`config.mk`:
```
export PLATFORM = sky130hd
export DESIGN_NAME = instr_fetch_unit_flat
export DESIGN_NICKNAME = d
export VERILOG_FILES = /design/src/rtl/instr_fetch_unit_pkg.sv /design/src/rtl/instr_fetch_unit_if.sv /design/src/rtl/instr_fetch_unit_pc_counter.sv /design/src/rtl/instr_fetch_unit.sv /design/src/flat_wrapper.sv
export SDC_FILE = /design/constraint.sdc
export NUM_CORES = 1
export LEC_CHECK = 0
export ABC_AREA = 1
export CELL_PAD_IN_SITES_DETAIL_PLACEMENT = 1
export CELL_PAD_IN_SITES_GLOBAL_PLACEMENT = 2
export CORE_UTILIZATION = 26
export CTS_CLUSTER_SIZE = 10
export DETAILED_ROUTE_END_ITERATION = 10
export PLACE_DENSITY = 0.9
export SLEW_MARGIN = 20
export SYNTH_ARGS = -nofsm -noshare
export SYNTH_HDL_FRONTEND = slang
export SYNTH_HIERARCHICAL = 1
export SYNTH_SLANG_ARGS = --single-unit
```
`constraint.sdc`:
```
create_clock -name clock -period 1.7 [get_ports clock]
set_input_delay 0.34 -clock clock [delete_from_list [all_inputs] [get_ports clock]]
set_output_delay 0.34 -clock clock [all_outputs]
set_load 0.02 [all_outputs]
```
`src/rtl/instr_fetch_unit_pkg.sv`:
```
// Shared definitions for the accumulator CPU fetch path: opcode encodings, field widths, IR slices.
// Optional feature macro used by the fetch unit files: FETCH_BRKPT_EN.
package risc_pkg;

    localparam int OPC_W       = 3;
    localparam int DATA_W_DEF  = 8;
    localparam int ADDR_W_DEF  = 13;

    localparam logic [OPC_W-1:0] HLT = 3'b000;
    localparam logic [OPC_W-1:0] SKZ = 3'b001;
    localparam logic [OPC_W-1:0] ADD = 3'b010;
    localparam logic [OPC_W-1:0] AND = 3'b011;
    localparam logic [OPC_W-1:0] XOR = 3'b100;
    localparam logic [OPC_W-1:0] LDA = 3'b101;
    localparam logic [OPC_W-1:0] STO = 3'b110;
    localparam logic [OPC_W-1:0] JMP = 3'b111;

    // Instruction word layout: opcode in the top bits, operand address below it.
    localparam int IR_W       = 2 * DATA_W_DEF;
    localparam int IR_OPC_HI  = IR_W - 1;
    localparam int IR_OPC_LO  = IR_W - OPC_W;
    localparam int IR_ADDR_HI = IR_W - OPC_W - 1;
    localparam int IR_ADDR_LO = 0;

    typedef enum logic {
        PHASE_HI = 1'b0,
        PHASE_LO = 1'b1
    } byte_phase_e;

endpackage

```
`src/rtl/instr_fetch_unit_if.sv`:
```
// Fetch unit bus: control strobes and memory data in from the FSM side, IR/PC/address out.
// FETCH_BRKPT_EN adds the breakpoint compare signals.
interface instr_fetch_unit_if #(
    parameter int DATA_W = 8,
    parameter int ADDR_W = 13
);
    import risc_pkg::*;

    logic [DATA_W-1:0] data;
    logic              ld_ir;
    logic              ld_pc;
    logic              inc_pc;
    logic              sel;
    logic              halt;
    logic [OPC_W-1:0]  opcode;
    logic [ADDR_W-1:0] ir_addr;
    logic [ADDR_W-1:0] pc_addr;
    logic [ADDR_W-1:0] addr;
    logic              ir_valid;
`ifdef FETCH_BRKPT_EN
    logic              brk_en;
    logic [ADDR_W-1:0] brk_addr;
    logic              brk_hit;

    modport master (
        output data, ld_ir, ld_pc, inc_pc, sel, halt, brk_en, brk_addr,
        input  opcode, ir_addr, pc_addr, addr, ir_valid, brk_hit
    );

    modport slave (
        input  data, ld_ir, ld_pc, inc_pc, sel, halt, brk_en, brk_addr,
        output opcode, ir_addr, pc_addr, addr, ir_valid, brk_hit
    );
`else
    modport master (
        output data, ld_ir, ld_pc, inc_pc, sel, halt,
        input  opcode, ir_addr, pc_addr, addr, ir_valid
    );

    modport slave (
        input  data, ld_ir, ld_pc, inc_pc, sel, halt,
        output opcode, ir_addr, pc_addr, addr, ir_valid
    );
`endif

endinterface

```
`src/rtl/instr_fetch_unit_pc_counter.sv`:
```
// Program counter: halt holds, otherwise load beats increment; increment wraps silently.
module pc_counter #(
    parameter int                ADDR_W   = 13,
    parameter logic [ADDR_W-1:0] PC_RESET = '0
) (
    input  logic              clock,
    input  logic              reset,
    input  logic              halt,
    input  logic              ld_pc,
    input  logic              inc_pc,
    input  logic [ADDR_W-1:0] load_val,
    output logic [ADDR_W-1:0] pc
);

    logic [ADDR_W-1:0] pc_q;
    logic [ADDR_W-1:0] pc_d;

    always_comb begin
        pc_d = pc_q;
        if (!halt) begin
            if (ld_pc)
                pc_d = load_val;
            else if (inc_pc)
                pc_d = pc_q + 1'b1;
        end
    end

    always_ff @(posedge clock or negedge reset) begin
        if (!reset)
            pc_q <= PC_RESET;
        else
            pc_q <= pc_d;
    end

    assign pc = pc_q;

endmodule

```
`src/rtl/instr_fetch_unit.sv`:
```
// Fetch datapath: two-byte instruction assembly into IR, PC, and memory address mux.
// Define FETCH_BRKPT_EN to add a sticky PC breakpoint flag.
module instr_fetch_unit
    import risc_pkg::*;
#(
    parameter int                DATA_W   = 8,
    parameter int                ADDR_W   = 13,
    parameter logic [ADDR_W-1:0] PC_RESET = '0
) (
    input logic               clock,
    input logic               reset,
    instr_fetch_unit_if.slave bus
);

    localparam int IRW = 2 * DATA_W;

    if (ADDR_W != IRW - OPC_W) begin : g_bad_addr_w
        $error("instr_fetch_unit: ADDR_W must equal 2*DATA_W-3");
    end

    logic [IRW-1:0]    ir_q;
    logic [IRW-1:0]    ir_d;
    byte_phase_e       phase_q;
    byte_phase_e       phase_d;
    logic              ir_valid_q;
    logic              ir_valid_d;
    logic              cap_en;
    logic [ADDR_W-1:0] ir_addr;
    logic [ADDR_W-1:0] pc_addr;

    assign cap_en  = bus.ld_ir && !bus.halt;
    assign ir_addr = ir_q[ADDR_W-1:0];

    always_comb begin
        ir_d       = ir_q;
        phase_d    = phase_q;
        ir_valid_d = ir_valid_q;
        if (cap_en) begin
            if (phase_q == PHASE_HI) begin
                ir_d[IRW-1:DATA_W] = bus.data;
                phase_d            = PHASE_LO;
                ir_valid_d         = 1'b0;
            end else begin
                ir_d[DATA_W-1:0] = bus.data;
                phase_d          = PHASE_HI;
                ir_valid_d       = 1'b1;
            end
        end
    end

    always_ff @(posedge clock or negedge reset) begin
        if (!reset) begin
            ir_q       <= '0;
            phase_q    <= PHASE_HI;
            ir_valid_q <= 1'b0;
        end else begin
            ir_q       <= ir_d;
            phase_q    <= phase_d;
            ir_valid_q <= ir_valid_d;
        end
    end

    // PC loads from the pre-edge IR, so a same-cycle ld_ir never leaks into the jump target.
    pc_counter #(
        .ADDR_W   (ADDR_W),
        .PC_RESET (PC_RESET)
    ) u_pc (
        .clock    (clock),
        .reset    (reset),
        .halt     (bus.halt),
        .ld_pc    (bus.ld_pc),
        .inc_pc   (bus.inc_pc),
        .load_val (ir_addr),
        .pc       (pc_addr)
    );

    assign bus.opcode   = ir_q[IRW-1 -: OPC_W];
    assign bus.ir_addr  = ir_addr;
    assign bus.pc_addr  = pc_addr;
    assign bus.addr     = bus.sel ? pc_addr : ir_addr;
    assign bus.ir_valid = ir_valid_q;

`ifdef FETCH_BRKPT_EN
    logic brk_hit_q;

    // Fires on the edge that completes the instruction word; stays set until reset.
    always_ff @(posedge clock or negedge reset) begin
        if (!reset)
            brk_hit_q <= 1'b0;
        else if (cap_en && (phase_q == PHASE_LO) && bus.brk_en && (pc_addr == bus.brk_addr))
            brk_hit_q <= 1'b1;
    end

    assign bus.brk_hit = brk_hit_q;
`endif

endmodule
```
`src/flat_wrapper.sv`:
```
// flat-port wrapper written by rule: the top's interface ports become plain ports
module instr_fetch_unit_flat import risc_pkg::*;
#(
    parameter int                DATA_W   = 8,
    parameter int                ADDR_W   = 13,
    parameter logic [ADDR_W-1:0] PC_RESET = '0
)
  (clock, reset, bus_data, bus_ld_ir, bus_ld_pc, bus_inc_pc, bus_sel, bus_halt, bus_opcode, bus_ir_addr, bus_pc_addr, bus_addr, bus_ir_valid);
  instr_fetch_unit_if #(.DATA_W(DATA_W), .ADDR_W(ADDR_W)) bus_i ();
  input logic clock;
  input logic reset;
  input wire logic [$bits(bus_i.data)-1:0] bus_data;
  input wire logic [$bits(bus_i.ld_ir)-1:0] bus_ld_ir;
  input wire logic [$bits(bus_i.ld_pc)-1:0] bus_ld_pc;
  input wire logic [$bits(bus_i.inc_pc)-1:0] bus_inc_pc;
  input wire logic [$bits(bus_i.sel)-1:0] bus_sel;
  input wire logic [$bits(bus_i.halt)-1:0] bus_halt;
  output wire logic [$bits(bus_i.opcode)-1:0] bus_opcode;
  output wire logic [$bits(bus_i.ir_addr)-1:0] bus_ir_addr;
  output wire logic [$bits(bus_i.pc_addr)-1:0] bus_pc_addr;
  output wire logic [$bits(bus_i.addr)-1:0] bus_addr;
  output wire logic [$bits(bus_i.ir_valid)-1:0] bus_ir_valid;
  assign bus_i.data = bus_data;
  assign bus_i.ld_ir = bus_ld_ir;
  assign bus_i.ld_pc = bus_ld_pc;
  assign bus_i.inc_pc = bus_inc_pc;
  assign bus_i.sel = bus_sel;
  assign bus_i.halt = bus_halt;
  assign bus_opcode = bus_i.opcode;
  assign bus_ir_addr = bus_i.ir_addr;
  assign bus_pc_addr = bus_i.pc_addr;
  assign bus_addr = bus_i.addr;
  assign bus_ir_valid = bus_i.ir_valid;
  instr_fetch_unit #(.DATA_W(DATA_W), .ADDR_W(ADDR_W), .PC_RESET(PC_RESET)) u_core (.clock(clock), .reset(reset), .bus(bus_i));
endmodule
```
### Word-level counts from Yosys, hierarchy flattened

Cells that the tools add are included.

* input bits: 15
* output and inout port bits: 43
* logic and storage cells: 19
* register bits: 31

* muxes and demuxes: 5
* bitwise gates (word level): 2
* reduce and logical (&&, ||, !) cells: 6
* add/sub/neg operators: 1

Operator list (number)
* 13-bit two-way mux: 3
* 13-bit by 1-bit adder with 13-bit output (second input constant): 1
* 2-bit AND reduction: 3
* 1-bit two-way mux: 2
* 1-bit NOT: 2
* 2-bit nonzero test: 1
* 1-bit logical AND: 1
* 1-bit zero test: 1

### Depth between registers and ports, before layout

Gate-level depths: netlist of run 1.

* depth in word-level cells: 3
* mapped depth: 9
* gate-level depth less buffers: 9

### Modules after synthesis

The synthesis of run 1 kept the hierarchy.

Modules (own cells, without submodules)
* pc_counter: cells an instance 143, times used 1, area an instance 982.2 um2
* instr_fetch_unit: cells an instance 120, times used 1, area an instance 979.7 um2

### Worst setup path before layout of run 1

Ideal clock, no wire load.

* path kind: reg-to-reg
* start point: register u_core.u_pc.pc_q[1] (netlist: u_core/u_pc/pc[1])
* end point: register u_core.u_pc.pc_q[10] (netlist: u_core/u_pc/pc[10])
* path slack: 287 ps
* arrival time: 1300 ps
* clock period less this slack: 1413 ps
* library setup time: 113 ps
* cell stages (with the launch flop): 9
* cells stage by stage: dfrtp_1 -> ha_1 -> nand2_1 -> nor2_1 -> nand3_1 -> o21bai_1 -> nand2_1 -> nand2_1 -> inv_1

* longest elaborated chain between the ends: 3

RTL lines
* start: declaration: line instr_fetch_unit_pc_counter.sv:15 `logic [ADDR_W-1:0] pc_q;`
* start signal: assignment: line instr_fetch_unit_pc_counter.sv:32 `pc_q <= pc_d;`
* 13-bit by 1-bit adder with 13-bit output: line instr_fetch_unit_pc_counter.sv:24 `pc_d = pc_q + 1'b1;`
* 13-bit two-way mux: line instr_fetch_unit_pc_counter.sv:23 `else if (inc_pc)`
* 13-bit two-way mux: line instr_fetch_unit_pc_counter.sv:21 `if (ld_pc)`

No other way between the ends. The select of a mux whose other input is x is not followed.
A chain may end at the register's enable or synchronous reset.

### Worst setup path after layout of run 1

* start point: register u_core.u_pc.pc_q[11] (netlist: u_core/u_pc/pc[11])
* end point: output bus_pc_addr[11]

RTL lines
* end: declaration: line flat_wrapper.sv:20 `output wire logic [$bits(bus_i.pc_addr)-1:0] bus_pc_addr;`

No word-level cell between the ends.

==> run summary, run 1 <==
CLOCKING
-----------------------------------------------------------------------------------------------------
CTS Root Buffer Type                                                                     sky130_fd_sc_hd__clkbuf_8
Number of clock sinks                                                                              31
CTS tree                                                                                          yes
Number of buffers created by CTS                                                                    5
Insertion delay of the later-clocked pin in the worst-skew pair                               0.29 ns
Setup Fix Bufs, Post-CTS                                                                            0
Clk buf depth                                                                                       2
Number of levels the H-tree was split into                                                          2
Post-CTS Hold Fix Bufs                                                                              0
Clock-pin slew of the registers on the worst-case setup and hold paths                        0.07 ns

YOSYS
-----------------------------------------------------------------------------------------------------
Yosys warnings                                                                                      6
Synth cell count leaders                                                                 sky130_fd_sc_hd__nand2_1 (86), sky130_fd_sc_hd__dfrtp_1 (31), sky130_fd_sc_hd__inv_1 (28)
Post-synthesis average cell area                                                             7.46 µm²
Area share of xor/xnor cells in the synthesized design                                             0%
Cells taking the most area after synthesis                                               sky130_fd_sc_hd__dfrtp_1 (40%), sky130_fd_sc_hd__nand2_1 (16%), sky130_fd_sc_hd__nand4_1 (6.1%), sky130_fd_sc_hd__inv_1 (5.4%), sky130_fd_sc_hd__nor2_1 (4.2%)
Flip-flop and latch count after synthesis                                                          31
Basic-gate share of the synthesized area counting and, or, nand and nor cells                   37.2%
Cell taking the most area after synthesis                                                sky130_fd_sc_hd__dfrtp_1
EDFF count, synth                                                                                   0
Post-synthesis share of cell area spent on full adders, half adders and majority gates         0.638%
Synthesized netlist cell count                                                                    263
Share of the synthesized area in the top cell type                                              39.5%
Synth Cell Area                                                                              1960 µm²
Leading register cell type out of synthesis                                              sky130_fd_sc_hd__dfrtp_1
Async S/R FF share, synth                                                                        100%
Area fraction in compound gates after synthesis                                                 10.3%
Number of different library cells in the post-synthesis netlist                                    28
Number of nets produced by synthesis                                                              279
Top-count cell post-synth                                                                sky130_fd_sc_hd__nand2_1
Post-synthesis sequential area ratio                                                            39.5%
Fraction of synthesized area in multiplexers                                                       0%
Dominant combinational cell family by area after synthesis                               simple AND/OR/NAND/NOR gates

TIMING
-----------------------------------------------------------------------------------------------------
Min setup slack post-route                                                                  0.0431 ns
Maximum clock frequency                                                                       604 MHz
Setup repair after global routing missed its margin                                                no
Min Tclk post-route                                                                           1.66 ns
Relative slew slack                                                                             71.7%
Setup Skew                                                                                 0.00337 ns
Portion of the clock cycle consumed by the worst path in the final layout                       97.5%
Setup Viol. Count Final                                                                             0
Number of pins with negative max-slew slack in the final report                                     0
Number of hold-slack violations in the final timing report                                          0
Tightest Pin Transition                                                                      0.424 ns

RUN STATUS
-----------------------------------------------------------------------------------------------------
Result of the run                                                                        finished, final reports clean

FINAL LAYOUT
-----------------------------------------------------------------------------------------------------
Fin nets                                                                                          369
Area of combinational cells with multiple inputs                                              945 µm²
Non-Filler Cell Area, Final                                                                  2920 µm²
Share of post-route cells with drive strength above 1                                           21.8%
Finished Core Util                                                                              40.0%
Area growth syn-to-layout                                                                       48.7%
Fill cell count                                                                                   949
Number of antenna repair diodes                                                                     0
Area of all sequential standard cells                                                         776 µm²

WORST SETUP PATH
-----------------------------------------------------------------------------------------------------
List of cells traversed by the critical path                                             clkdlybuf4s50_1
CP startpoint kind                                                                           register
WP buf/inv                                                                                          1
Endpoint class of the critical path                                                        output pin
Critical path class                                                                           reg2out
Data required time at the worst endpoint                                                      1.36 ns
Data arrival time of the worst path                                                           1.32 ns
Peak per-stage delay on the critical path                                                     0.62 ns
Gate family responsible for the most delay along the worst path                          buffers and inverters
Slowest cell on the critical path                                                        sky130_fd_sc_hd__clkdlybuf4s50_1
Crit path max fanout                                                                                3

POWER AND IR DROP
-----------------------------------------------------------------------------------------------------
IR Drop Worst-Case VDD                                                                       0.443 mV
Reported net switching power                                                                  1.55 mW
P_leak                                                                                        1.50 nW
Relative contribution of the clock network to total power                                       18.7%
Internal Dissipation                                                                          2.06 mW
Power density normalized to cell area                                                     1240 nW/µm²
Switching part of the total                                                                     42.9%
Fraction of power consumed by combinational cells                                               50.3%
Register share of total power                                                                   31.1%

GLOBAL ROUTE
-----------------------------------------------------------------------------------------------------
Initial antenna violation count                                                                     0
First-pass GRT wire length                                                                   10800 µm
Number of global-route vias before repair                                                        2062
Total global-route track usage                                                                  18.2%
Maximum number of pins on one net before global-route repair                                       32
Grt ovf                                                                                             0

ROUTE
-----------------------------------------------------------------------------------------------------
Total via count in the routed design                                                             2095
Total wire length                                                                             6540 µm
Drt drc                                                                                             0
Wirelength per Cell                                                                           14.4 µm
Drt first pass iters                                                                                4
DR vias/cell                                                                                     4.62
Detailed Route Iter0 Violations                                                                    68
Detail Route Antenna Nets                                                                           0

PLACED DESIGN
-----------------------------------------------------------------------------------------------------
GP Congestion                                                                                   0.836
Count of buffers inserted at the top-level ports                                                   57
DP HPWL                                                                                       4900 µm
Placed Area                                                                                  2850 µm²
DP Worst Slack                                                                              -0.541 ns

DIE
-----------------------------------------------------------------------------------------------------
Number of top-level pins                                                                           58
Core region area                                                                             7290 µm²
Starting utilization of the core area                                                           26.9%
Die area                                                                                     7900 µm²
Number of standard-cell rows in the floorplan                                                      31
Floorplan die width                                                                           88.9 µm
Die Y                                                                                         88.9 µm

WORST HOLD PATH
-----------------------------------------------------------------------------------------------------
Min-Delay Path Class                                                                         in2async

RUN
-----------------------------------------------------------------------------------------------------
Max-cap violations                                                                                  0

==> cell usage in the layout, fill, tap and decap left out, types with 13 or more instances in the layout <==
cell                              synthesis  routed
sky130_fd_sc_hd__clkdlybuf4s50_1          0      19
sky130_fd_sc_hd__nand2_1                 86      86
sky130_fd_sc_hd__nand3_1                 13      13
sky130_fd_sc_hd__dlygate4sd2_1            0      22
sky130_fd_sc_hd__dfrtp_1                 31      31
sky130_fd_sc_hd__inv_1                   28      28
sky130_fd_sc_hd__nor2_1                  22      22
sky130_fd_sc_hd__buf_4                    2      34
sky130_fd_sc_hd__o21ai_0                 16      14
sky130_fd_sc_hd__nand4_1                 19      19
==> flip-flops by register name, summed over array words and instances, names as in the netlist <==
register,count
u_core/u_pc/pc,13
u_core/bus.ir_valid,1
u_core/phase_q,1
u_core/ir_q,16
==> cells by family after synthesis <==
| group | count (synthesis) |
|---|---|
| AOI/OAI and AO/OA | 35 |
| adders and majority gates | 1 |
| buffers and inverters | 43 |
| DFF | 31 |
| and+or+nand+nor | 153 |
==> through the flow <==
step | hold WS, ns | cells | total power, mW | TNS [ns]
after floorplan | 0.0444 | 263 | 2.07 | 0
after global placement | 0.467 | 444 | 3.08 | -5.76
after detailed placement | 0.478 | 444 | 3.12 | -5.77
after CTS | 0.464 | 453 | 3.67 | 0
after global routing | 0.494 | 453 | 3.87 | 0
final | 0.451 | 453 | 3.62 | 0
==> final cells by class <==
type	count	area share, %
clock buffer	7	3.30
clock inverter	1	0.257
inverter	32	4.20
multi-input combinational	189	32.4
sequential	31	26.6
tap	99	4.25
timing repair buffer	94	29.0
==> what timing repair did <==
action / CTS / global route
resized for setup: 81 / 7
setup endpoints to repair: 34 / 7
pin swaps: 0 / 0
cloned: 1 / 0
==> power by group through the flow <==
stage | clock network, mW | registers [mW] | logic (mW)
after floorplan | 0 | 1.40 | 0.670
after global routing | 0.721 | 1.16 | 1.99
after CTS | 0.692 | 1.13 | 1.85
final | 0.674 | 1.12 | 1.82
after global placement | 0 | 1.13 | 1.95
after detailed placement | 0 | 1.14 | 1.98
==> path summary, 6_finish.rpt <==
path                                    startpoint  slack [ns]                  to  depth (start not counted)
worst min-delay path                         reset        0.45     u_core/ir_q[14]                          2
max in group asynchronous                    reset        0.94   u_core/u_pc/pc[1]                          2
worst max register to register   u_core/u_pc/pc[0]        0.12  u_core/u_pc/pc[10]                          8
worst min register to register     u_core/ir_q[14]        0.50     u_core/ir_q[14]                          2
worst max-delay path            u_core/u_pc/pc[11]        0.04     bus_pc_addr[11]                          1
min in group clock                 u_core/ir_q[14]        0.50     u_core/ir_q[14]                          2
==> per-layer routing <==
metal	GRT usage, %	share of wire (%)	up-vias
met1	23.7	45	1013
met5	0	0	-
met4	3.96	0.86	0
met2	31.3	50	47
li1	-	-	1029
met3	3.17	3.5	6
No activity file was read; power rests on OpenSTA's default activity.
==> run 2: changes to the inputs <==
--- a/config.mk
+++ b/config.mk
@@ -17,3 +17,4 @@
 export SYNTH_HDL_FRONTEND = slang
 export SYNTH_HIERARCHICAL = 1
 export SYNTH_SLANG_ARGS = --single-unit
+export TNS_END_PERCENT = 20
==> results of run 2 <==
Final layout, timing and power as in run 1 (identical DEF).
